[config.mk]
export PLATFORM = sky130hd
export DESIGN_NAME = axi_arbiter_rr
export DESIGN_NICKNAME = d
export VERILOG_FILES = /design/src/rtl/axi_arbiter_rr.sv
export SDC_FILE = /design/constraint.sdc
export NUM_CORES = 1
export LEC_CHECK = 0
export BUFFER_PORTS_ARGS = -buffer_cell sky130_fd_sc_hd__buf_2
export CAP_MARGIN = 10
export CORE_MARGIN = 10
export CORE_UTILIZATION = 35
export DETAILED_ROUTE_END_ITERATION = 8
export GPL_TIMING_DRIVEN = 0
export PLACE_DENSITY = 0.66
export RECOVER_POWER = 25
export SLEW_MARGIN = 20
export SYNTH_ARGS = -nofsm -noshare
export SYNTH_HDL_FRONTEND = slang
export SYNTH_SLANG_ARGS = --single-unit
[constraint.sdc]
create_clock -name clk_i -period 2.3 [get_ports clk_i]
set_input_delay 0.115 -clock clk_i [delete_from_list [all_inputs] [get_ports clk_i]]
set_output_delay 0.115 -clock clk_i [all_outputs]
set_load 0.02 [all_outputs]
[src/rtl/axi_arbiter_rr.sv]
// Address-channel arbiter: grants one of NUM_MASTERS requesters at a time and
// holds the grant until the owner's ARVALID/ARREADY handshake completes.
module axi_arbiter_rr #(
  parameter  int NUM_MASTERS = 4,
  parameter  int ARB_MODE    = 0,
  localparam int IDX_W       = (NUM_MASTERS > 1) ? $clog2(NUM_MASTERS) : 1
) (
  input  logic                   clk_i,
  input  logic                   rst_ni,
  input  logic [NUM_MASTERS-1:0] req_valid_i,
  input  logic                   ready_i,
  output logic [NUM_MASTERS-1:0] grant_o,
  output logic [IDX_W-1:0]       grant_idx_o,
  output logic                   busy_o,
  output logic                   proto_err_o
);

  typedef enum logic {
    IDLE    = 1'b0,
    GRANTED = 1'b1
  } state_t;

  state_t                 state_reg;
  logic [IDX_W-1:0]       owner_reg;
  logic [IDX_W-1:0]       ptr_reg;
  logic                   proto_err_reg;

  logic [NUM_MASTERS-1:0] owner_onehot;
  logic                   owner_req;
  logic [IDX_W-1:0]       ptr_inc;
  logic [NUM_MASTERS-1:0] arb_req;
  logic [IDX_W-1:0]       arb_ptr;
  logic                   win_valid;
  logic [IDX_W-1:0]       win_idx;

  genvar gi;
  generate
    for (gi = 0; gi < NUM_MASTERS; gi++) begin : g_onehot
      assign owner_onehot[gi] = (owner_reg == IDX_W'(gi));
      assign grant_o[gi]      = (state_reg == GRANTED) && owner_onehot[gi];
    end
  endgenerate

  assign owner_req = req_valid_i[owner_reg];
  assign ptr_inc   = (owner_reg == IDX_W'(NUM_MASTERS - 1)) ? '0 : owner_reg + 1'b1;

  // While granted, the only arbitration that matters is the handshake
  // re-arbitration: owner excluded, pointer already advanced past it.
  assign arb_req = (state_reg == GRANTED) ? (req_valid_i & ~owner_onehot) : req_valid_i;
  assign arb_ptr = (state_reg == GRANTED) ? ptr_inc : ptr_reg;

  always_comb begin
    int cand;
    logic [IDX_W-1:0] cand_idx;
    win_valid = 1'b0;
    win_idx   = '0;
    cand      = 0;
    cand_idx  = '0;
    if (ARB_MODE == 1) begin
      for (int k = NUM_MASTERS - 1; k >= 0; k--) begin
        cand_idx = IDX_W'(k);
        if (arb_req[cand_idx]) begin
          win_valid = 1'b1;
          win_idx   = cand_idx;
        end
      end
    end else begin
      for (int k = 0; k < NUM_MASTERS; k++) begin
        cand = int'(arb_ptr) + k;
        if (cand >= NUM_MASTERS) cand = cand - NUM_MASTERS;
        cand_idx = IDX_W'(cand);
        if (!win_valid && arb_req[cand_idx]) begin
          win_valid = 1'b1;
          win_idx   = cand_idx;
        end
      end
    end
  end

  always_ff @(posedge clk_i or negedge rst_ni) begin
    if (!rst_ni) begin
      state_reg     <= IDLE;
      owner_reg     <= '0;
      ptr_reg       <= '0;
      proto_err_reg <= 1'b0;
    end else begin
      proto_err_reg <= 1'b0;
      case (state_reg)
        IDLE: begin
          if (win_valid) begin
            state_reg <= GRANTED;
            owner_reg <= win_idx;
          end
        end
        GRANTED: begin
          if (!owner_req) begin
            // Owner withdrew before its handshake: flag it, keep the pointer.
            proto_err_reg <= 1'b1;
            state_reg     <= IDLE;
            owner_reg     <= '0;
          end else if (ready_i) begin
            ptr_reg <= ptr_inc;
            if (win_valid) begin
              owner_reg <= win_idx;
            end else begin
              state_reg <= IDLE;
              owner_reg <= '0;
            end
          end
        end
        default: begin
          state_reg <= IDLE;
          owner_reg <= '0;
        end
      endcase
    end
  end

  assign grant_idx_o = owner_reg;
  assign busy_o      = (state_reg == GRANTED);
  assign proto_err_o = proto_err_reg;

endmodule

==> out/qor.txt <==
outcome - finished, final reports clean
Yosys reg bits - 6
Final Setup Violations - 0
Via density - 5.40
post-synthesis sequential area ratio - 24.5%
Resize count post-CTS - 0
count of different cell masters after synthesis - 34
startpoint type of the worst setup path - flip-flop
I/O pin total - 15
Max Cap Viol - 0
Clock Latency Late Sink - 240 ps
Max FO, Critical Path - 7
chip height - 61.8 µm
Die X - 61.8 µm
crit path cell chain - buf_2, inv_1, ha_1, nor2_1, a21oi_1, or3_4, o311a_1, o31ai_2
CP max stage cell - dfrtp_1
number of synthesized flops with an enable pin - 0
syn_nets - 86
Leak - 0.348 nW
vias in the first global route - 601
worst min path class - in2reg
required time of the critical path - 2450 ps
pwr/cell area - 1360 nW/µm²
Floorplan Core Area - 1690 µm²
fin crit period - 2030 ps
Synth Flop Type - dfrtp_1
Clock Skew - 0.696 ps
Max Clock Freq - 493 MHz
initial antenna violation count - 0
area of the mapped netlist - 612 µm²
layout net count - 106
Yosys warning count - 0
max incr delay on CP - 400 ps
diode count - 0
final worst slack - 271 ps
Final TNS setup - 0 ps
Filler cells - 182
Worst Reg-to-Reg Cells - 8
Crit path max-delay family - simple AND/OR/NAND/NOR gates
routability cong. - 0.852
critical path depth - 8
port bufs - 14
Critical Path End Type - flip-flop
via count - 594
register-to-register setup slack - 270 ps
Syn Inst Count - 75
Worst Setup EP - grant_idx_o[1]
VDD IR max - 0.452 mV
Rows - 15
area delta synth->final - 20.0%
max_slew headroom - 71.2%
share of cells above drive strength 1 - 30.1%
ys async rst share - 100%
first-pass GRT wire length - 2700 µm
final WL - 1590 µm
# DRC - 0
fin. max-slew vios - 0
ANT nets after route - 0
worst r2r dst - grant_idx_o[1]
Setup crit start - grant_idx_o[0]
Worst Setup Path Type - reg2reg
htree depth - 1
dpl ws - 299 ps
clock root cell - clkbuf_4
gr usage total - 9.23%
worst path buffer plus inverter count - 2
Clock Sinks - 6
Hold Vio Cnt, Final - 0
CTS clk-pin slew, worst paths - 40 ps
CTS tree - yes
Max Root-Sink Buffers - 2
drt pass-1 iters - 4
die area - 3820 µm²
cts bufs inserted - 3
worst endpoint data arrival time - 2180 ps
Overflow after GRT - 0
Worst-Margin Slew - 432 ps
number of DRC markers in iteration 0 - 19
Final Cycle Share - 88.2%
mean area per synthesized cell - 8.16 µm²
unrepaired setup endpoints after global routing - no
R2R Path Start - grant_idx_o[0]
WL/cell - 14.4 µm
Initial Util - 36.2%
dpl hpwl - 1290 µm
largest net degree at the start of global routing - 11
[repair_timing]
item | in CTS | in global routing
hold buffers | 1 | 0
endpoints found under the hold margin | 6 | 0
buffers inserted | 0 | 0
[synthesized netlist by cell type (all sizes together), types with 2 or more instances]
cell type	instances	share of area, %
a21oi	3	2.5
and2	2	2.5
buf	3	3.5
dfrtp	6	25
ha	4	8.2
inv	6	3.7
mux2	2	3.7
nand2	9	5.5
nand2b	2	2.0
nand3	4	4.1
nor2	9	5.9
nor2b	4	4.1
o21ai	5	4.1
o221ai	2	3.9
o31ai	3	4.5
[layer usage]
layer	track usage [%]	wire length, µm	share of wire [%]
met2	16.5	830	52
met3	2.85	45	2.8
met1	10.4	709	45
met4	1.91	0	0
met5	0	0	0
[placed cells by master (no fill, tap or decap)]
master	count
buf_2	15
nand2_1	9
nor2_1	8
inv_1	6
dfrtp_1	6
nor2b_1	4
o21ai_1	4
ha_1	4
nand3_1	3
a21oi_1	3
clkbuf_4	3
nand2b_1	2
o31ai_1	2
buf_6	1
and2_4	1
and2_1	1
mux4_2	1
o221ai_2	1
o221ai_1	1
nor3_1	1
a32o_1	1
nor2_2	1
nor3b_1	1
or3_4	1
mux2_2	1
mux2i_1	1
a31o_2	1
and3b_1	1
o311a_1	1
o31ai_2	1
nand3_2	1
mux2_1	1
nand4_1	1
o21ai_0	1
a31oi_1	1
dlygate4sd3_1	1
clkbuf_1	1
[through the flow]
stage | cell area [µm²] | hold WS [ps] | instances | power [mW] | utilization, %
final | 734 | 204 | 110 | 0.996 | 43.5
after global routing | 734 | 209 | 110 | 1.09 | 43.5
after CTS | 736 | 194 | 110 | 0.999 | 43.6
after detailed placement | 703 | -57.5 | 106 | 0.893 | 41.6
after global placement | 703 | -58.9 | 106 | 0.885 | 41.6
after floorplan | 612 | -181 | 75 | 0.718 | -
[worst min-delay path by stage]
stage | startpoint | end | slack, ps | cells past startpoint
after global placement | rst_ni | ptr_reg[0] | -60 | 1
after global routing | ready_i | ptr_reg[0] | 210 | 3
after CTS | ready_i | ptr_reg[0] | 190 | 3
after detailed placement | rst_ni | ptr_reg[0] | -60 | 1
after floorplan | rst_ni | busy_o | -180 | 0
final | ready_i | ptr_reg[0] | 200 | 3
[worst min-delay path, delay by kind of cell]
kind,cells,cell delay (ps)
compound gates,1,60
simple gates,1,100
buf+inv,1,130
[cell families after synthesis]
logic type | after synthesis | share of synthesized area, %
fa+ha+maj | 4 | 8.18
buf+inv | 9 | 7.16
flops | 6 | 24.5
mux | 4 | 9.00
compound gates | 17 | 20.7
simple gates | 35 | 30.5
[report_power, final]
part	total [mW]	switching (mW)	internal, mW	leakage (nW)
logic	0.691	0.404	0.287	0.261
clock network	0.0973	0.0382	0.0590	0.0138
registers	0.208	0.0519	0.156	0.0735
total	0.996	0.494	0.502	0.348
[cell type report]
type | instances | area, µm² | share of cell area [%]
flip-flops and latches | 6 | 150 | 20.4
inverters | 6 | 22.5 | 3.07
well taps | 17 | 21.3 | 2.90
clock buffers | 3 | 22.5 | 3.07
repair buffers | 15 | 78.8 | 10.7
plain buffers | 3 | 21.3 | 2.90
multi-input cells | 60 | 418 | 56.9
(Power assumes the default switching activity.)
